File: config.mk
export PLATFORM = sky130hd
export DESIGN_NAME = bist_sequencer
export DESIGN_NICKNAME = d
export VERILOG_FILES = /design/src/rtl/bist_pkg.sv /design/src/rtl/bist_watchdog.sv /design/src/rtl/bist_sequencer.sv
export SDC_FILE = /design/constraint.sdc
export NUM_CORES = 1
export LEC_CHECK = 0
export BUFFER_PORTS_ARGS = -buffer_cell sky130_fd_sc_hd__buf_4
export CORE_MARGIN = 2
export CORE_UTILIZATION = 50
export CTS_BUF_LIST = sky130_fd_sc_hd__clkbuf_8 sky130_fd_sc_hd__clkbuf_16
export DETAILED_ROUTE_END_ITERATION = 10
export GPL_TIMING_DRIVEN = 0
export PLACE_DENSITY = 0.76
export SETUP_SLACK_MARGIN = 0.1
export SYNTH_ARGS = -nofsm -noshare
export SYNTH_HDL_FRONTEND = slang
export SYNTH_HIERARCHICAL = 1
export SYNTH_SLANG_ARGS = --single-unit
export TNS_END_PERCENT = 20
File: constraint.sdc
create_clock -name clk -period 3.86 [get_ports clk]
set_input_delay 0.386 -clock clk [delete_from_list [all_inputs] [get_ports clk]]
set_output_delay 0.386 -clock clk [all_outputs]
set_load 0.03 [all_outputs]
File: src/rtl/bist_pkg.sv
// ----------------------------------------------------------------------------
// bist_pkg: shared types and constants for the BIST sequencer slice.
//   - bist_state_t  : sequencer state encoding (3 bits)
//   - TIMEOUT_CYC_DEFAULT : default watchdog limit in WAIT cycles
//   - bist_result_t : per-engine result record {fail, timeout}
// ----------------------------------------------------------------------------
package bist_pkg;

  typedef enum logic [2:0] {
    IDLE    = 3'd0,
    SELECT  = 3'd1,
    START   = 3'd2,
    WAIT    = 3'd3,
    RECORD  = 3'd4,
    ADVANCE = 3'd5,
    FINISH  = 3'd6
  } bist_state_t;

  localparam int          TIMEOUT_W_DEFAULT   = 16;
  localparam logic [15:0] TIMEOUT_CYC_DEFAULT = 16'hFFFF;

  typedef struct packed {
    logic fail;
    logic timeout;
  } bist_result_t;

endpackage

File: src/rtl/bist_watchdog.sv
// ----------------------------------------------------------------------------
// bist_watchdog: loadable up-counter used to bound the time an engine may
// spend in WAIT.
// Ports:
//   clk, rst   : clock, synchronous active-high reset
//   clr        : synchronous clear to zero (highest priority after rst)
//   load       : load load_val into the counter
//   load_val   : value loaded when load is high
//   en         : count enable
//   tc         : terminal count, high while count == TIMEOUT_CYC-1
// ----------------------------------------------------------------------------
module bist_watchdog #(
  parameter int                   TIMEOUT_W   = 16,
  parameter logic [TIMEOUT_W-1:0] TIMEOUT_CYC = {TIMEOUT_W{1'b1}}
) (
  input  logic                 clk,
  input  logic                 rst,
  input  logic                 clr,
  input  logic                 load,
  input  logic [TIMEOUT_W-1:0] load_val,
  input  logic                 en,
  output logic                 tc
);

  logic [TIMEOUT_W-1:0] count;

  // Counter register: clear > load > increment.
  always_ff @(posedge clk) begin
    if (rst || clr) begin
      count <= '0;
    end else if (load) begin
      count <= load_val;
    end else if (en) begin
      count <= count + TIMEOUT_W'(1);
    end else begin
      count <= count;
    end
  end

  // Count starts at 0 on the first WAIT cycle, so TIMEOUT_CYC-1 marks the
  // TIMEOUT_CYC-th WAIT cycle.
  assign tc = (count == (TIMEOUT_CYC - TIMEOUT_W'(1)));

endmodule

File: src/rtl/bist_sequencer.sv
// ----------------------------------------------------------------------------
// bist_sequencer: runs up to NUM_MEM per-memory BIST engines one at a time in
// ascending index order, records each engine's sticky error flag, catches hung
// engines with a watchdog and reports summary pass/fail plus per-engine vectors.
//
// Ports:
//   clk, rst     : clock, synchronous active-high reset
//   run          : one-cycle request to start a sequence (ignored while busy)
//   mem_mask     : engine select mask, sampled when run is accepted
//   bist_start   : one-hot start pulse to the engine under test
//   bist_done    : per-engine done (high when idle)
//   bist_status  : per-engine sticky error flag
//   busy         : sequence in progress
//   all_done     : one-cycle pulse at sequence completion
//   pass         : no selected engine failed or timed out (held)
//   fail_vec     : per-engine error results (held)
//   timeout_vec  : per-engine watchdog results (held)
//   cur_idx      : engine currently selected / under test
//
// Build option: define BIST_SEQ_STOP_ON_FAIL_EN to end the sequence at the
// first recorded failure or timeout; otherwise every selected engine runs.
// ----------------------------------------------------------------------------
module bist_sequencer
  import bist_pkg::*;
#(
  parameter int                   NUM_MEM     = 4,
  parameter int                   IDX_W       = 2,
  parameter int                   TIMEOUT_W   = TIMEOUT_W_DEFAULT,
  parameter logic [TIMEOUT_W-1:0] TIMEOUT_CYC = TIMEOUT_W'(TIMEOUT_CYC_DEFAULT)
) (
  input  logic               clk,
  input  logic               rst,
  input  logic               run,
  input  logic [NUM_MEM-1:0] mem_mask,
  output logic [NUM_MEM-1:0] bist_start,
  input  logic [NUM_MEM-1:0] bist_done,
  input  logic [NUM_MEM-1:0] bist_status,
  output logic               busy,
  output logic               all_done,
  output logic               pass,
  output logic [NUM_MEM-1:0] fail_vec,
  output logic [NUM_MEM-1:0] timeout_vec,
  output logic [IDX_W-1:0]   cur_idx
);

  bist_state_t                     state;
  logic         [NUM_MEM-1:0]      mask;
  logic         [NUM_MEM-1:0]      start_r;
  bist_result_t [NUM_MEM-1:0]      res;
  logic                            last_idx;
  logic                            wd_clr;
  logic                            wd_en;
  logic                            wd_tc;

  assign last_idx = (cur_idx == IDX_W'(NUM_MEM - 1));
  assign wd_clr   = (state == START);
  assign wd_en    = (state == WAIT);

  // Reset kills the start pulse in the same cycle so no engine is launched
  // while the sequencer is being reset.
  assign bist_start = rst ? '0 : start_r;

  for (genvar g = 0; g < NUM_MEM; g++) begin : g_res
    assign fail_vec[g]    = res[g].fail;
    assign timeout_vec[g] = res[g].timeout;
  end

  bist_watchdog #(
    .TIMEOUT_W   (TIMEOUT_W),
    .TIMEOUT_CYC (TIMEOUT_CYC)
  ) u_watchdog (
    .clk      (clk),
    .rst      (rst),
    .clr      (wd_clr),
    .load     (1'b0),
    .load_val ('0),
    .en       (wd_en),
    .tc       (wd_tc)
  );

  // Sequencer FSM with registered outputs; pulses default low every cycle.
  always_ff @(posedge clk) begin
    if (rst) begin
      state    <= IDLE;
      mask     <= '0;
      start_r  <= '0;
      res      <= '0;
      cur_idx  <= '0;
      busy     <= 1'b0;
      all_done <= 1'b0;
      pass     <= 1'b0;
    end else begin
      start_r  <= '0;
      all_done <= 1'b0;
      case (state)
        IDLE: begin
          if (run) begin
            mask    <= mem_mask;
            res     <= '0;
            pass    <= 1'b1;
            cur_idx <= '0;
            busy    <= 1'b1;
            state   <= SELECT;
          end
        end
        SELECT: begin
          if (mask[cur_idx]) begin
            for (int i = 0; i < NUM_MEM; i++) begin
              start_r[i] <= (cur_idx == IDX_W'(i));
            end
            state <= START;
          end else if (last_idx) begin
            all_done <= 1'b1;
            state    <= FINISH;
          end else begin
            cur_idx <= cur_idx + IDX_W'(1);
          end
        end
        START: begin
          state <= WAIT;
        end
        WAIT: begin
          // done has priority over a simultaneous watchdog expiry
          if (bist_done[cur_idx]) begin
            state <= RECORD;
          end else if (wd_tc) begin
            res[cur_idx].timeout <= 1'b1;
            pass                 <= 1'b0;
`ifdef BIST_SEQ_STOP_ON_FAIL_EN
            all_done <= 1'b1;
            state    <= FINISH;
`else
            state <= ADVANCE;
`endif
          end
        end
        RECORD: begin
          res[cur_idx].fail <= bist_status[cur_idx];
          if (bist_status[cur_idx]) begin
            pass <= 1'b0;
          end
`ifdef BIST_SEQ_STOP_ON_FAIL_EN
          if (bist_status[cur_idx]) begin
            all_done <= 1'b1;
            state    <= FINISH;
          end else begin
            state <= ADVANCE;
          end
`else
          state <= ADVANCE;
`endif
        end
        ADVANCE: begin
          if (last_idx) begin
            all_done <= 1'b1;
            state    <= FINISH;
          end else begin
            cur_idx <= cur_idx + IDX_W'(1);
            state   <= SELECT;
          end
        end
        FINISH: begin
          busy  <= 1'b0;
          state <= IDLE;
        end
        default: begin
          busy  <= 1'b0;
          state <= IDLE;
        end
      endcase
    end
  end

endmodule

# Yosys cells after proc, flatten, opt, wreduce, memory -nomap -nowiden
# Index checks and enable logic that the tools add are counted.
# W data, S select, Z words.
# totals
regBits	40
# classes
add_sub_neg	2
magnitude_cmp	2
eq_ne	16
n_mux	37
n_bitwise	3
reduce_logical	14
# ops
operator	n
$mux W8	3
$pmux W8 S3	1
$mux W3	6
$pmux W3 S6	1
$add A16 B1 Y16 const B	1
$bwmux W8	2
$eq A16 B16 Y1 const B	1
$mux W1	10
$ne A2 B2 Y1 const B	5
$demux W2 S2	2
$mux W2	4
$bmux W1 S2	3
$eq A3 B2 Y1 const B	2
$eq A3 B3 Y1 const B	2
$ne A3 B3 Y1 const B	2
$pmux W2 S3	1
$reduce_and A3 Y1	2
$reduce_bool A3 Y1	2
$reduce_and A5 Y1	1
$reduce_or A5 Y1	1
$eq A2 B2 Y1 const B	2
$mux W4	1
$pmux W1 S2	2
$reduce_and A2 Y1	2
other kinds (13)	15

# Depth between registers and ports, before layout
# depth
ltp_word	8
depth_mapped	8

# By module
# Netlist, hierarchy kept.
# modules_own_cells
module	instances	cells_per_inst	area_per_inst_um2	seq_area_each_um2
bist_sequencer	1	135	1224.9	480.5
bist_watchdog	1	106	904.6	320.3

# Worst setup path after synthesis
# Ideal clock, no wire load.
# synth_path
path_kind	reg-to-reg
start	register cur_idx[0]
end	register cur_idx[0]
arrival_ns	1.805
slack_ns	1.983
path_stages_with_launch	5
path_buffers	0
synth_period_minus_slack_ns	1.877
cell_sequence	dfxtp_1 > mux4_2 > nand2b_1 > a21oi_2 > mux2i_1
# synth_between
elab_chain_len	4
elab_cells_between_ends	9
classes_between	add/sub: 1; eq/ne: 2; mux: 5; reduce/logical: 1
# synth_rtl
item	line_no	source
start: declaration	bist_sequencer.sv:43	output logic [IDX_W-1:0] cur_idx
start signal: assignment	bist_sequencer.sv:116	cur_idx <= cur_idx + IDX_W'(1);
start signal: assignment	bist_sequencer.sv:158	cur_idx <= cur_idx + IDX_W'(1);
$add A2 B1 Y2 (tied with other cells)	bist_sequencer.sv:116, bist_sequencer.sv:158	
$mux W2 or $mux W1 (tied branches)	bist_sequencer.sv:112, bist_sequencer.sv:154, bist_sequencer.sv:107	
$mux W2 or $ne A2 B2 Y1 (tied branches)	-	
$pmux W2 S3 or $reduce_and A3 Y1 (tied branches)	-	
# Parallel ways exist; a longest one is shown, timed or not. The select of a mux whose other input is x is not followed.
# A chain may end at the register's enable or synchronous reset.

# Final worst setup path
# layout_path
start	register u_watchdog.count[7]
end	register res, in the netlist timeout_vec[3]
# layout_between
elab_chain_len	3
# layout_rtl
item	line_no	source
start: declaration	bist_watchdog.sv:25	logic [TIMEOUT_W-1:0] count;
start signal: assignment	bist_watchdog.sv:32	count <= load_val;
start signal: assignment	bist_watchdog.sv:34	count <= count + TIMEOUT_W'(1);
start signal: assignment	bist_watchdog.sv:36	count <= count;
$eq A16 B16 Y1	bist_watchdog.sv:42	assign tc = (count == (TIMEOUT_CYC - TIMEOUT_W'(1)));
net wd_tc	bist_sequencer.sv:53	logic wd_tc;
$ne A2 B2 Y1 (no line)	-	
$reduce_and A4 Y1 (no line)	-	
end: declaration	bist_sequencer.sv:49	bist_result_t [NUM_MEM-1:0] res;
# The timed path passes the listed nets, and every way through them passes these cells.

==> flow_summary_export.csv <==
group,metric,value,unit
cts,clockRootBuffer,"clkbuf_8",
cells_and_area,fin_cells,351,
critical_path,cp.required,4.07,ns
critical_path,worstRegToRegCells,7,
critical_path,end_kind,"register",
cts,cts_buffers,5,
die,dieArea,4800,sq um
cells_and_area,final_area,2590,sq um
die,die_w,69.3,microns
min_path,hp-start,"mem_mask[2]",
power_and_ir_drop,p_int,0.000640,W
logic_synthesis,async_flop_share,0,
power_and_ir_drop,p_leak,1.03,nW
grt,overflow,0,
placed_design,dpl.cell_count,343,
timing,setup_viol,0,
power_and_ir_drop,power_frac_seq,0.515,
grt,grt_pass1_vias,1632,
timing,fin_crit_sh,0.557,
logic_synthesis,yosys.cell_types.count,46,
power_and_ir_drop,power_switching,0.000251,W
timing,final.min_clock_period,2.15,ns
logic_synthesis,yosysTopAreaCell,"dfxtp_1",
cts,cts.path.max_buffers,2,
cells_and_area,synthToLayoutAreaGrowth,21.8,%
cts,cts_resized,0,
die,die_h,69.3,microns
placed_design,gp_congestion,0.827,
logic_synthesis,synth-edff-count,0,
critical_path,critPathArrivalTime,2.36,ns
timing,rsz0062_at_grt,"no",
cells_and_area,num_antenna_cells,0,
timing,drv_slew,0,
routing,drt_pass1_iterations,4,
critical_path,reg2reg_from,"u_watchdog/count[7]",
logic_synthesis,yosysMostFrequentCell,"dfxtp_1",
power_and_ir_drop,p_comb_frac,0.162,
critical_path,cpPeakStageDelay,0.45,ns
cells_and_area,nets,322,
cells_and_area,drive_above_1_share,0.183,
logic_synthesis,synthCells,241,
grt,antenna_found_initial,0,
logic_synthesis,yosys-top-cells-area,"dfxtp_1 38%, xnor2_1 5.3%, a21oi_1 5.2%",
critical_path,worst-path-max-fanout,6,
power_and_ir_drop,power_frac_clock,0.323,
routing,postRouteAntennaNets,0,
power_and_ir_drop,p_per_area,344,nW/um^2
cts,h-tree-depth,2,
logic_synthesis,yosys_register_bits,40,
cts,clk_pin_slew,0.08,ns
placed_design,portBuffers,31,
grt,grt_pass1_wl,7910,microns
critical_path,critPathLaunchType,"register",
placed_design,dp_hpwl,3380,microns
routing,drc,0,
cells_and_area,fin_util,0.639,
cts,clock-sinks,40,
placed_design,post_dp_cell_area,2500,sq um
logic_synthesis,synth_flop_cell,"dfxtp_1",
grt,gr-usage-all-layers,0.201,
power_and_ir_drop,vdd_drop_max,0.000205,V
routing,wire_per_inst,13.1,microns
min_path,hold_path_depth,3,
timing,max_freq,0.465,GHz
routing,drtIter0Drc,129,
cts,cts_hold_buf,0,
critical_path,slowest_stage,"dfxtp_1",
critical_path,r2r-end,"timeout_vec[3]",
grt,grt_max_degree,12,
cells_and_area,n_fill_cell,367,
run,maxCapViolations,0,
cts,postCtsSetupRepairBufs,0,
timing,setup_tns,0,ns
min_path,hold_class,"primary input to register",
critical_path,path_cells,"nand4_4 -> nor4_1 -> and3_1 -> inv_1 -> nor4_4 -> a21oi_1 -> nor3_1",
critical_path,path_class,"register to register",
power_and_ir_drop,swShare,0.282,
cts,cts_tree,"yes",
die,io_pins,32,
cts,insertion_delay,0.30,ns
timing,final-hold-violation-count,0,
routing,vias_per_cell,5.17,
die,row_count,23,
logic_synthesis,syn_avg_cell_area,8.84,sq um
logic_synthesis,syn_area,2130,sq um
min_path,holdPathEnd,"mask[2]",
logic_synthesis,ys_warn_count,6,
logic_synthesis,netlist_top_cells_count,"40 x dfxtp_1, 23 x nor2_1, 22 x a21oi_1, 13 x inv_1, 13 x xnor2_1",
critical_path,reg2reg_slack,1.71,ns
power_and_ir_drop,total_power,0.000891,W
routing,vias,1814,
die,initial_core_util,0.525,
routing,drt_wl_total,4590,microns
status,status,"finished, final reports clean",
logic_synthesis,synth_top_area_frac,0.376,
logic_synthesis,synth-seq-area-share,0.376,
die,fp.coreArea,4060,sq um
timing,fin_worst_skew,0.00888,ns
[placed cells by master (no fill, tap or decap), drive strengths merged]
master  Yosys  routed
a21oi      23      23
or2         1       1
mux4        3       3
nand3b      2       2
nor3        9       9
dfxtp      40      40
a31oi       1       1
and3        3       3
a22oi       1       1
buf         3      34
and2        5       5
nand4       6       6
conb        1      22
nor2       23      23
a21boi      4       4
ha          7       7
nor4        8       8
inv        14      16
clkbuf      8      14
o21a        2       2
nand2      12      12
nor2b       5       5
nor3b       1       1
o31a        2       2
o32ai       4       4
or3         1       1
a311oi      1       1
o21ai      13      13
xor2        2       2
nor4b       1       1
or2b        1       1
nand3       3       3
mux2i       8       8
xnor2      13      13
o22ai       1       1
o41ai       1       1
a211oi      1       1
nand2b      7       7
[power groups by stage]
stage / Clock [W] / Sequential (W) / Combinational, W
floorplan: 0 / 0.000471 / 0.0000982
global placement: 0 / 0.000468 / 0.000138
detailed placement: 0 / 0.000469 / 0.000141
CTS: 0.000291 / 0.000459 / 0.000142
global route: 0.000308 / 0.000463 / 0.000161
finish: 0.000288 / 0.000459 / 0.000144
[layer usage]
| layer | up-vias | global-route usage | part of all wire |
|---|---|---|---|
| li1 | 941 | - | - |
| met1 | 827 | 0.293 | 0.49 |
| met2 | 40 | 0.296 | 0.44 |
| met3 | 6 | 0.0392 | 0.049 |
| met4 | 0 | 0.0654 | 0.014 |
| met5 | - | 0 | 0 |
[how the worst max path moves through the flow]
| stage | cells past startpoint | endpoint | slack (ns) | from |
|---|---|---|---|---|
| floorplan | 4 | cur_idx[0] | 1.98 | cur_idx[0] |
| global placement | 7 | timeout_vec[2] | 1.87 | u_watchdog/count[7] |
| detailed placement | 7 | timeout_vec[3] | 1.78 | u_watchdog/count[7] |
| CTS | 7 | timeout_vec[3] | 1.71 | u_watchdog/count[7] |
| global route | 7 | timeout_vec[3] | 1.56 | u_watchdog/count[7] |
| finish | 7 | timeout_vec[3] | 1.71 | u_watchdog/count[7] |
[worst max-delay path, delay by kind of cell (launching register included)]
family / cells / cell delay [ns]
buf+inv: 1 / 0.09
flops: 1 / 0.45
compound gates: 1 / 0.13
simple gates: 5 / 1.38
[flip-flops by register name, indices dropped and copies added (netlist names)]
signal / count
mask: 4
fail_vec: 4
cur_idx: 2
all_done: 1
state: 3
pass: 1
start_r: 4
timeout_vec: 4
u_watchdog/count: 16
busy: 1
[area by class of cell]
class	count	area [sq um]	share of cell area
clock buffer	6	82.6	0.0318
multi-input combinational	197	1310	0.505
clock inverter	2	7.51	0.00289
sequential	40	801	0.309
buffer	11	45.0	0.0174
tap	50	62.6	0.0241
timing repair buffer	31	233	0.0897
inverter	14	52.6	0.0203
[cells by family after synthesis]
logic type               after synthesis  share of synthesized area
AO/OA/AOI/OAI                         54                      0.153
XOR/XNOR                              15                     0.0617
other                                  1                    0.00176
AND/OR/NAND/NOR                       88                      0.249
adder cells (fa/ha/maj)                7                     0.0411
multiplexers                          11                     0.0711
flip-flops                            40                      0.376
buffers and inverters                 25                     0.0458
[stage by stage]
stage / setup WS, ns / hold slack (ns)
6_report: 1.71 / 0.335
5_1_grt: 1.56 / 0.369
4_1_cts: 1.71 / 0.339
3_5_place_dp: 1.78 / 0.478
3_3_place_gp: 1.87 / 0.475
2_1_floorplan: 1.98 / 0.455
(Power assumes the default switching activity.)
